**src/rtl/bsg_bladerunner_mem_cfg_pkg.sv**
```systemverilog
`default_nettype none
// ============================================================================
// Module  : bsg_bladerunner_mem_cfg_pkg
// Purpose : Memory-config codes, decoded level codes and register-map constants
// Revision: 1.0
// ============================================================================
package bsg_bladerunner_mem_cfg_pkg;

    localparam int c_lg_max_cfgs = 7;

    typedef enum logic [c_lg_max_cfgs-1:0] {
        e_infinite_mem = 7'd0,
        e_blk_f1_dram  = 7'd1,
        e_blk_f1_model = 7'd2,
        e_nb_f1_dram   = 7'd3,
        e_nb_f1_model  = 7'd4,
        e_nb_dramsim3  = 7'd5,
        e_blk_dramsim3 = 7'd6
    } bsg_bladerunner_mem_cfg_e;

    typedef enum logic [3:0] {
        e_l1_infinite_mem        = 4'd0,
        e_l1_vcache_blocking     = 4'd1,
        e_l1_vcache_non_blocking = 4'd2,
        e_l1_invalid             = 4'hF
    } l1_code_e;

    typedef enum logic [3:0] {
        e_l2_none      = 4'd0,
        e_l2_axi4      = 4'd1,
        e_l2_test_dram = 4'd2,
        e_l2_invalid   = 4'hF
    } l2_code_e;

    typedef enum logic [3:0] {
        e_l3_none                   = 4'd0,
        e_l3_f1_dram                = 4'd1,
        e_l3_f1_model               = 4'd2,
        e_l3_dramsim3_hbm2_4gb_x128 = 4'd3,
        e_l3_invalid                = 4'hF
    } l3_code_e;

    typedef enum logic [0:0] {
        eEmpty = 1'b0,
        eFull  = 1'b1
    } resp_state_e;

    localparam logic [31:0] c_magic = 32'h4D45_4D43;

    localparam int c_word_magic    = 0;
    localparam int c_word_cfg      = 1;
    localparam int c_word_l1       = 2;
    localparam int c_word_l2       = 3;
    localparam int c_word_l3       = 4;
    localparam int c_word_channels = 5;
    localparam int c_word_served   = 6;
    localparam int c_word_check    = 7;
    localparam int c_num_words     = 8;

endpackage
`default_nettype wire

```
**src/rtl/bsg_bladerunner_mem_cfg_responder_if.sv**
```systemverilog
`default_nettype none
// ============================================================================
// Module  : bsg_bladerunner_mem_cfg_responder_if
// Purpose : Read request / response handshake bundle of the config responder
// Revision: 1.0
// ============================================================================
interface bsg_bladerunner_mem_cfg_responder_if #(
    parameter int addr_width_p = 3,
    parameter int data_width_p = 32
) ();
    logic                    v_i;
    logic [addr_width_p-1:0] addr_i;
    logic                    ready_o;
    logic                    v_o;
    logic [data_width_p-1:0] data_o;
    logic                    err_o;
    logic                    ready_i;

    modport master (
        output v_i, addr_i, ready_i,
        input  ready_o, v_o, data_o, err_o
    );

    modport slave (
        input  v_i, addr_i, ready_i,
        output ready_o, v_o, data_o, err_o
    );
endinterface
`default_nettype wire

```
**src/rtl/bsg_bladerunner_mem_cfg_decode.sv**
```systemverilog
`default_nettype none
// ============================================================================
// Module  : bsg_bladerunner_mem_cfg_decode
// Purpose : Combinational config code -> {L1, L2, L3, invalid} decode
// Revision: 1.0
// ============================================================================
module bsg_bladerunner_mem_cfg_decode
    import bsg_bladerunner_mem_cfg_pkg::*;
#(
    parameter int lg_max_cfgs_p = c_lg_max_cfgs
) (
    input  wire logic [lg_max_cfgs_p-1:0] i_cfg,
    output logic      [3:0]               o_l1,
    output logic      [3:0]               o_l2,
    output logic      [3:0]               o_l3,
    output logic                          o_invalid
);

    always_comb begin
        o_l1      = e_l1_invalid;
        o_l2      = e_l2_invalid;
        o_l3      = e_l3_invalid;
        o_invalid = 1'b0;
        case (i_cfg)
            e_infinite_mem: begin
                o_l1 = e_l1_infinite_mem;
                o_l2 = e_l2_none;
                o_l3 = e_l3_none;
            end
            e_blk_f1_dram: begin
                o_l1 = e_l1_vcache_blocking;
                o_l2 = e_l2_axi4;
                o_l3 = e_l3_f1_dram;
            end
            e_blk_f1_model: begin
                o_l1 = e_l1_vcache_blocking;
                o_l2 = e_l2_axi4;
                o_l3 = e_l3_f1_model;
            end
            e_nb_f1_dram: begin
                o_l1 = e_l1_vcache_non_blocking;
                o_l2 = e_l2_axi4;
                o_l3 = e_l3_f1_dram;
            end
            e_nb_f1_model: begin
                o_l1 = e_l1_vcache_non_blocking;
                o_l2 = e_l2_axi4;
                o_l3 = e_l3_f1_model;
            end
            e_nb_dramsim3: begin
                o_l1 = e_l1_vcache_non_blocking;
                o_l2 = e_l2_test_dram;
                o_l3 = e_l3_dramsim3_hbm2_4gb_x128;
            end
            e_blk_dramsim3: begin
                o_l1 = e_l1_vcache_blocking;
                o_l2 = e_l2_test_dram;
                o_l3 = e_l3_dramsim3_hbm2_4gb_x128;
            end
            default: o_invalid = 1'b1;
        endcase
    end

endmodule
`default_nettype wire

```
**src/rtl/bsg_bladerunner_mem_cfg_responder.sv**
```systemverilog
`default_nettype none
// ============================================================================
// Module  : bsg_bladerunner_mem_cfg_responder
// Purpose : Read-only host register file describing the memory configuration
// Revision: 1.0
// ============================================================================
module bsg_bladerunner_mem_cfg_responder
    import bsg_bladerunner_mem_cfg_pkg::*;
#(
    parameter int addr_width_p   = 3,
    parameter int data_width_p   = 32,
    parameter int num_channels_p = 1,
    parameter int lg_max_cfgs_p  = c_lg_max_cfgs
) (
    input  wire logic                     clk_i,
    input  wire logic                     reset_n_i,
    input  wire logic [lg_max_cfgs_p-1:0] mem_cfg_i,
    bsg_bladerunner_mem_cfg_responder_if.slave bus
);

    resp_state_e             r_state;
    resp_state_e             w_state_next;
    logic [lg_max_cfgs_p-1:0] r_mem_cfg;
    logic [data_width_p-1:0] r_data;
    logic                    r_err;
    logic [data_width_p-1:0] r_served;

    logic                    w_accept;
    logic                    w_consume;
    logic                    w_addr_bad;
    logic [3:0]              w_l1;
    logic [3:0]              w_l2;
    logic [3:0]              w_l3;
    logic                    w_invalid;
    logic [data_width_p-1:0] w_words [c_num_words];
    logic [data_width_p-1:0] w_data_next;
    logic                    w_err_next;

    assign bus.ready_o = (r_state == eEmpty) | bus.ready_i;
    assign bus.v_o     = (r_state == eFull);
    assign bus.data_o  = r_data;
    assign bus.err_o   = r_err;

    assign w_accept  = bus.v_i & bus.ready_o;
    assign w_consume = (r_state == eFull) & bus.ready_i;

    bsg_bladerunner_mem_cfg_decode #(
        .lg_max_cfgs_p (lg_max_cfgs_p)
    ) u_decode (
        .i_cfg     (r_mem_cfg),
        .o_l1      (w_l1),
        .o_l2      (w_l2),
        .o_l3      (w_l3),
        .o_invalid (w_invalid)
    );

    // Only wider address buses can name a word beyond the eight implemented.
    if (addr_width_p > 3) begin : g_wide_addr
        assign w_addr_bad = |bus.addr_i[addr_width_p-1:3];
    end else begin : g_narrow_addr
        assign w_addr_bad = 1'b0;
    end

    always_comb begin
        w_words[c_word_magic]    = data_width_p'(c_magic);
        w_words[c_word_cfg]      = data_width_p'(r_mem_cfg) | (data_width_p'(w_invalid) << 31);
        w_words[c_word_l1]       = data_width_p'(w_l1);
        w_words[c_word_l2]       = data_width_p'(w_l2);
        w_words[c_word_l3]       = data_width_p'(w_l3);
        w_words[c_word_channels] = data_width_p'(num_channels_p);
        w_words[c_word_served]   = r_served;
        w_words[c_word_check]    = w_words[c_word_magic] ^ w_words[c_word_cfg]
                                 ^ w_words[c_word_l1] ^ w_words[c_word_l2]
                                 ^ w_words[c_word_l3] ^ w_words[c_word_channels];
    end

    assign w_data_next = w_addr_bad ? '0 : w_words[bus.addr_i[2:0]];
    assign w_err_next  = w_addr_bad | w_invalid;

    always_ff @(posedge clk_i or negedge reset_n_i) begin
        if (!reset_n_i) begin
            r_state <= eEmpty;
        end else begin
            r_state <= w_state_next;
        end
    end

    always_comb begin
        w_state_next = r_state;
        case (r_state)
            eEmpty:  if (w_accept) w_state_next = eFull;
            eFull:   if (w_consume && !w_accept) w_state_next = eEmpty;
            default: w_state_next = eEmpty;
        endcase
    end

    // The served count is sampled before this cycle's consume lands.
    always_ff @(posedge clk_i or negedge reset_n_i) begin
        if (!reset_n_i) begin
            r_mem_cfg <= '0;
            r_data    <= '0;
            r_err     <= 1'b0;
            r_served  <= '0;
        end else begin
            r_mem_cfg <= mem_cfg_i;
            if (w_accept) begin
                r_data <= w_data_next;
                r_err  <= w_err_next;
            end
            if (w_consume && !(&r_served)) begin
                r_served <= r_served + 1'b1;
            end
        end
    end

endmodule
`default_nettype wire

```
**src/flat_wrapper.sv**
```systemverilog
// flat-port wrapper written by rule: the top's interface ports become plain ports
module bsg_bladerunner_mem_cfg_responder_flat import bsg_bladerunner_mem_cfg_pkg::*;
#(
    parameter int addr_width_p   = 3,
    parameter int data_width_p   = 32,
    parameter int num_channels_p = 1,
    parameter int lg_max_cfgs_p  = c_lg_max_cfgs
)
  (clk_i, reset_n_i, mem_cfg_i, bus_v_i, bus_addr_i, bus_ready_i, bus_ready_o, bus_v_o, bus_data_o, bus_err_o);
  bsg_bladerunner_mem_cfg_responder_if #(.addr_width_p(addr_width_p), .data_width_p(data_width_p)) bus_i ();
  input  wire logic clk_i;
  input  wire logic reset_n_i;
  input  wire logic [lg_max_cfgs_p-1:0] mem_cfg_i;
  input wire logic [$bits(bus_i.v_i)-1:0] bus_v_i;
  input wire logic [$bits(bus_i.addr_i)-1:0] bus_addr_i;
  input wire logic [$bits(bus_i.ready_i)-1:0] bus_ready_i;
  output wire logic [$bits(bus_i.ready_o)-1:0] bus_ready_o;
  output wire logic [$bits(bus_i.v_o)-1:0] bus_v_o;
  output wire logic [$bits(bus_i.data_o)-1:0] bus_data_o;
  output wire logic [$bits(bus_i.err_o)-1:0] bus_err_o;
  assign bus_i.v_i = bus_v_i;
  assign bus_i.addr_i = bus_addr_i;
  assign bus_i.ready_i = bus_ready_i;
  assign bus_ready_o = bus_i.ready_o;
  assign bus_v_o = bus_i.v_o;
  assign bus_data_o = bus_i.data_o;
  assign bus_err_o = bus_i.err_o;
  bsg_bladerunner_mem_cfg_responder #(.addr_width_p(addr_width_p), .data_width_p(data_width_p), .num_channels_p(num_channels_p), .lg_max_cfgs_p(lg_max_cfgs_p)) u_core (.clk_i(clk_i), .reset_n_i(reset_n_i), .mem_cfg_i(mem_cfg_i), .bus(bus_i));
endmodule
```
**config.mk**
```make
export PLATFORM = sky130hd
export DESIGN_NAME = bsg_bladerunner_mem_cfg_responder_flat
export DESIGN_NICKNAME = d
export VERILOG_FILES = /design/src/rtl/bsg_bladerunner_mem_cfg_pkg.sv /design/src/rtl/bsg_bladerunner_mem_cfg_responder_if.sv /design/src/rtl/bsg_bladerunner_mem_cfg_decode.sv /design/src/rtl/bsg_bladerunner_mem_cfg_responder.sv /design/src/flat_wrapper.sv
export SDC_FILE = /design/constraint.sdc
export NUM_CORES = 1
export LEC_CHECK = 0
export CAP_MARGIN = 0
export CORE_MARGIN = 8
export CORE_UTILIZATION = 49
export CTS_CLUSTER_DIAMETER = 50
export DETAILED_ROUTE_END_ITERATION = 12
export GPL_ROUTABILITY_DRIVEN = 0
export PLACE_DENSITY = 0.74
export REMOVE_ABC_BUFFERS = 1
export SETUP_SLACK_MARGIN = 0.2
export SLEW_MARGIN = 0
export SYNTH_ARGS = -nofsm -noshare
export SYNTH_HDL_FRONTEND = slang
export SYNTH_SLANG_ARGS = --single-unit
```
**constraint.sdc**
```tcl
create_clock -name clk_i -period 1.9 [get_ports clk_i]
set_input_delay 0.475 -clock clk_i [delete_from_list [all_inputs] [get_ports clk_i]]
set_output_delay 0.475 -clock clk_i [all_outputs]
set_load 0.005 [all_outputs]
```
==> flow_summary_export.csv, run 1 <==
group,metric,value,unit
yosys,netlist_instances,337,
route,drtPass1Iterations,5,
global_routing,grt-ovfl-total,0,
power_and_ir_drop,power,4.198,mW
placed_design,port_buffers,48,
global_routing,grt_pass1_wl,16530,µm
setup_path,slowest_delay,0.48,ns
sta,setup_ws,-0.02834,ns
cells_and_area,layout.nets,481,
cts,cts_buffers,9,
setup_path,end_kind,"flop",
cells_and_area,final_cells,566,
sta,grt_setup_unrepaired,"yes",
hold_path,hp-start,"bus_ready_i",
cells_and_area,drive_gt1_frac,0.3468,
die,die_w,100.1,µm
die,core_area,0.006832,mm²
route,post_drt_wl_per_cell,20.54,µm
sta,post-route-period-util,1.015,
route,drc_errors,0,
cts,clockBufferDepth,2,
yosys,syn_avg_cell_area,10.28,µm²
yosys,ys_seq_elements,73,
setup_path,path_depth,6,
yosys,ys_seq_area_frac,0.5275,
global_routing,gr-usage-all-layers,0.2072,
power_and_ir_drop,ir_worst_vdd,633.6,µV
sta,hold_violations,0,
cts,clkLatencyLatePin,0.36,ns
global_routing,antenna_found_initial,0,
cts,htreeDepth,3,
setup_path,rr_worst_depth,6,
yosys,synth_area,0.003463,mm²
setup_path,worstSetupStartpointType,"flop",
global_routing,first_global_vias,3347,
setup_path,path_max_fanout,4,
hold_path,hold_end,"u_core.bus.v_o",
yosys,synth_top_area_frac,0.5275,
sta,slew_viol_final,0,
setup_path,path_cells,"or4_4, buf_6, a31oi_4, o21ai_1, a311oi_1, a21oi_1",
placed_design,dp.cells,510,
cells_and_area,area_delta_synth_final,54.84,%
yosys,yosysTopAreaCell,"dfrtp_1",
cts,cts_tree,"yes",
die,start_util,0.5070,
cells_and_area,seqCellArea,0.001828,mm²
global_routing,grt_max_degree,66,
setup_path,cp_data_arrival_time,2.16,ns
sta,tightest_slew,0.5436,ns
sta,finalCriticalPeriod,1.928,ns
setup_path,path_buf_inv,1,
hold_path,holdPathStages,3,
yosys,synth_edf_count,0,
setup_path,crit-reg2reg-launch,"u_core.r_mem_cfg[6]",
outcome,failed_checks,"setup timing",
hold_path,hold_path.class,"in2reg",
sta,fmax,518.6,MHz
yosys,yosysWarningCount,0,
job,max-cap-violations,0,
outcome,status,"finished with violations",
route,via_count,3413,
cts,path_clk_slew,0.08,ns
yosys,synthTopCellsByArea,"dfrtp_1, xnor2_1, a22o_1",
power_and_ir_drop,leakage,2.662,nW
cts,cts.sinks,73,
route,initialDrtViolationCount,289,
sta,finalSetupViolations,1,
route,antenna_left,0,
cells_and_area,diodes,0,
yosys,synth_top_flop_cell,"dfrtp_1",
yosys,synth_cell_types,48,
setup_path,path_class,"reg2reg",
cells_and_area,multi_input_area,0.001887,mm²
route,totalWireLength,11630,µm
power_and_ir_drop,powerDensity,782.8,mW/mm²
yosys,synthArstFlopShare,1.000,
setup_path,critPathTopFamily,"compound AO/OA/AOI/OAI gates",
sta,fin_skew,0.01593,ns
cts,ctsRootBufferMaster,"clkbuf_8",
die,io_pins,49,
die,die_area,0.01001,mm²
placed_design,dp_hpwl,6201,µm
setup_path,r2r_end,"u_core.bus.data_o[3]",
sta,slew_headroom,0.6376,
die,die_y,100.1,µm
placed_design,dp_slack,-0.2108,ns
setup_path,crit_path_top_delay_cell,"or4_4",
die,rows,30,
cells_and_area,fillers,415,
route,viasPerCell,6.030,
setup_path,ff2ff_setup_slack,-0.03,ns
setup_path,cp.required,2.13,ns
cells in the final DEF (no fill, tap or decap), types with 9 or more instances in the layout:
cell type	n
o21ai_0	17
dfrtp_1	72
nand4_1	16
a21oi_1	17
nor2_1	28
dlymetal6s2s_1	11
xnor2_1	17
buf_6	9
nand2_1	20
dlygate4sd2_1	24
clkdlybuf4s50_1	11
buf_4	73
a22o_1	13
clkbuf_8	10
through the flow:
| stage | setup TNS (ns) | hold slack (ns) | cell area [µm²] | util |
|---|---|---|---|---|
| 6_report | -0.02834 | 0.4700 | 5363 | 0.7850 |
| 4_1_cts | 0 | 0.4895 | 4895 | 0.7165 |
| 3_5_place_dp | -1.899 | 0.3542 | 4359 | 0.6381 |
| 3_3_place_gp | -0.9167 | 0.3465 | 4359 | 0.6381 |
| 5_1_grt | -0.1029 | 0.4893 | 5363 | 0.7850 |
| 2_1_floorplan | -4.654 | 0.1794 | 3363 | - |
state kept, by name, indices dropped and copies added (netlist names):
name,cells
u_core.bus.data_o,32
u_core.r_mem_cfg,7
u_core.bus.v_o,1
u_core.bus.err_o,1
u_core.r_served,32
synth_stat cells, drive strengths merged, types with 2 or more instances:
cell type and n:
nand2 25, nor4 5, nand4 16, and2 4
a22o 13, a211oi 3, dfrtp 73, buf 7
a21oi 17, a31oi 2, nor3 11, nand3 14
inv 2, xor2 6, and4 4, a221oi 5
nor2b 5, and3 8, mux2 2, nor2 30
xnor2 24, o311ai 2, clkbuf 14, o31ai 4
o21ai 20, nand2b 4
metal layers:
| layer | GRT usage | share of wire | vias up |
|---|---|---|---|
| li1 | - | - | 1477 |
| met1 | 0.2511 | 0.40 | 1704 |
| met2 | 0.3402 | 0.51 | 190 |
| met3 | 0.04429 | 0.054 | 42 |
| met4 | 0.1047 | 0.040 | 0 |
| met5 | 0 | 0 | - |
what timing repair did:
| item | in CTS | in global routing |
|---|---|---|
| setup buffers | 22 | 15 |
| gates resized for setup | 51 | 68 |
| pin swaps | 16 | 32 |
| cloned | 2 | 1 |
| hold buffers | 1 | 0 |
| setup endpoints to repair | 55 | 57 |
| endpoints found under the hold margin | 8 | 0 |
area by class of cell:
class / instances / area share
flip-flops and latches: 73 / 0.3409
clock inverters: 5 / 0.01493
repair buffers: 139 / 0.2429
well taps: 96 / 0.02240
multi-input cells: 241 / 0.3518
clock buffers: 10 / 0.02566
inverters: 2 / 0.001400
worst max path at each step:
| stage | from | to | slack [ns] |
|---|---|---|---|
| after global placement | bus_ready_i | bus_ready_o | -0.20 |
| after floorplan | bus_ready_i | u_core.bus.data_o[12] | -0.33 |
| final | u_core.r_mem_cfg[6] | u_core.bus.data_o[3] | -0.03 |
| after CTS | u_core.r_mem_cfg[5] | u_core.bus.data_o[1] | 0.09 |
| after global routing | u_core.r_mem_cfg[5] | u_core.bus.data_o[3] | -0.06 |
| after detailed placement | bus_ready_i | bus_ready_o | -0.21 |
worst min-delay path, cell delays in order:
cell,delay [ns]
dlymetal6s2s_1,0.11
nand2b_4,0.14
nand2b_1,0.05
power breakdown:
group          internal [mW]  total [mW]  leakage (nW)  switching (mW)
Combinational          0.522        1.03          1.61           0.505
Sequential              1.68        1.81         0.946           0.121
Clock                  0.766        1.36         0.104           0.599
Total                   2.97        4.20          2.66            1.23
cell families after synthesis:
logic type / Yosys count / share of synthesized area
simple gates: 132 / 0.2030
compound gates: 76 / 0.1525
flops: 73 / 0.5275
xor+xnor: 30 / 0.07587
buf+inv: 23 / 0.03107
mux: 2 / 0.006502
fa+ha+maj: 1 / 0.003612
Power figures use the tool's default switching activity.
==> inputs of run 2 (changes only) <==
GPL_TIMING_DRIVEN = 0   (was not set)
==> run 2 against run 1 <==
Effect of this change: the flow now finishes without violations; cell count is 6.9% lower; global-route usage is 1.9 points lower; power is 5.6% lower; sequential share of layout area is 1.8 points higher; combinational power is 18% lower; register-to-register slack better by 0.03 ns; hold slack worse by 0.46 ns; clock power is 7% lower.
==> flow_summary_export.csv, run 2 (synthesis gave the netlist of run 1 again) <==
group,metric,value,unit
sta,finalCriticalPeriod,1.897,ns
sta,fin_skew,0.008289,ns
cells_and_area,fin_util,0.7513,
cts,ctsRootBufferMaster,"clkbuf_8",
global_routing,grt-ovfl-total,0,
cts,clkLatencyLatePin,0.35,ns
sta,grt_setup_unrepaired,"yes",
power_and_ir_drop,swShare,0.2946,
cells_and_area,area_delta_synth_final,48.19,%
route,totalWireLength,10520,µm
route,drc_errors,0,
global_routing,gr-usage-all-layers,0.1882,
route,post_drt_wl_per_cell,19.96,µm
die,rows,30,
route,via_count,3206,
power_and_ir_drop,cellInternalPower,2.795,mW
die,core_area,0.006832,mm²
die,start_util,0.5070,
power_and_ir_drop,powerDensity,772.1,mW/mm²
cells_and_area,drive_gt1_frac,0.3271,
global_routing,antenna_found_initial,0,
route,antenna_left,0,
cells_and_area,final_area,0.005132,mm²
cts,cts.sinks,73,
cts,path_clk_slew,0.08,ns
sta,finalSetupViolations,0,
setup_path,end_kind,"flop",
sta,hold_violations,0,
global_routing,grt_pass1_wl,15040,µm
power_and_ir_drop,pwr-share-seq,0.468,
job,max-cap-violations,0,
route,viasPerCell,6.083,
hold_path,hold_path.class,"in2async",
setup_path,cp_data_arrival_time,2.13,ns
cells_and_area,fillers,428,
sta,setup_ws,0.003076,ns
setup_path,path_cells,"ha_4, nand3_4, nor4_4, buf_6, a31oi_4, buf_12, mux2_4",
setup_path,slowest_delay,0.40,ns
placed_design,dpl_cell_area,0.004005,mm²
global_routing,grt_max_degree,52,
sta,hold_slack,0.01070,ns
cts,clockBufferDepth,2,
setup_path,crit_path_top_delay_cell,"dfrtp_2",
sta,fin_setup_tns,0,ns
sta,tightest_slew,0.5314,ns
sta,slew_viol_final,0,
placed_design,dp_slack,-1.130,ns
setup_path,cp.required,2.14,ns
global_routing,first_global_vias,3015,
sta,slew_headroom,0.6366,
die,die_area,0.01001,mm²
setup_path,critPathTopFamily,"simple AND/OR/NAND/NOR gates",
cells_and_area,layout.nets,441,
cells_and_area,diodes,0,
route,drtPass1Iterations,4,
cts,htreeDepth,3,
route,initialDrtViolationCount,224,
cells_and_area,final_cell_mix,"dfrtp_1, buf_4, nor2_1, nand2_1, o21ai_0",
cells_and_area,layout_commonest_cell,"dfrtp_1",
sta,post-route-period-util,0.9984,
setup_path,rr_worst_depth,7,
setup_path,path_depth,7,
setup_path,worstSetupStartpointType,"flop",
setup_path,path_buf_inv,2,
power_and_ir_drop,leakage,2.543,nW
power_and_ir_drop,pwr-share-comb,0.213,
power_and_ir_drop,p_switching,1.167,mW
power_and_ir_drop,power_frac_clock,0.319,
sta,fmax,527.2,MHz
setup_path,endpoint,"u_core.r_served[1]",
setup_path,path_class,"reg2reg",
setup_path,r2r_end,"u_core.r_served[1]",
placed_design,port_buffers,48,
cts,ctsHoldBuffers,0,
power_and_ir_drop,ir_worst_vdd,624.5,µV
setup_path,crit_start,"u_core.r_served[0]",
cts,cts_tree,"yes",
placed_design,dp_hpwl,5365,µm
die,io_pins,49,
setup_path,path_max_fanout,6,
die,die_w,100.1,µm
setup_path,ff2ff_setup_slack,0.003,ns
setup_path,crit-reg2reg-launch,"u_core.r_served[0]",
outcome,status,"finished, final reports clean",
die,die_y,100.1,µm
cts,cts_buffers,9,
run 2: power by group through the flow:
| stage | combinational (mW) | sequential [mW] | clock [mW] |
|---|---|---|---|
| floorplan | 0.248 | 1.83 | 0 |
| global placement | 0.515 | 1.85 | 0 |
| detailed placement | 0.536 | 1.86 | 0 |
| CTS | 0.625 | 1.82 | 1.27 |
| global route | 0.916 | 1.86 | 1.33 |
| finish | 0.845 | 1.85 | 1.26 |
run 2: worst min-delay path by stage:
stage                               start               endpoint  slack, ns  cells past startpoint
global route                    reset_n_i  u_core.bus.data_o[30]       0.03                      1
CTS                             reset_n_i  u_core.bus.data_o[21]       0.02                      1
detailed placement              reset_n_i    u_core.r_served[27]       0.39                      1
finish                          reset_n_i    u_core.r_served[27]       0.01                      1
floorplan                       reset_n_i   u_core.bus.data_o[0]       0.18                      0
global placement    u_core.bus.data_o[31]  u_core.bus.data_o[31]       0.46                      2
run 2: routing by layer:
layer,up-vias,global-route usage,share of wire
li1,1411,-,-
met4,0,0.1047,0.034
met1,1614,0.2295,0.39
met2,146,0.3002,0.51
met5,-,0,0
met3,35,0.04429,0.066
run 2: area by class of cell:
type	instances	area [µm²]	share of cell area
multi-input cells	242	1968	0.3835
clock inverters	5	53.80	0.01048
flip-flops and latches	73	1843	0.3591
clock buffers	11	151.4	0.02950
inverters	2	7.507	0.001463
well taps	96	120.1	0.02340
repair buffers	98	988.4	0.1926
run 2: repair_timing:
| item | in CTS | in global routing |
|---|---|---|
| cloned | 1 | 1 |
| pin swaps | 14 | 46 |
| setup buffers | 25 | 22 |
| gates resized for setup | 61 | 89 |
| endpoints found under the hold margin | 0 | 0 |
| setup endpoints to repair | 82 | 55 |
run 2: stage by stage:
| stage | cells | power, mW |
|---|---|---|
| after floorplan | 316 | 2.077 |
| after global placement | 460 | 2.364 |
| after detailed placement | 462 | 2.395 |
| after CTS | 504 | 3.714 |
| after global routing | 527 | 4.113 |
| final | 527 | 3.962 |
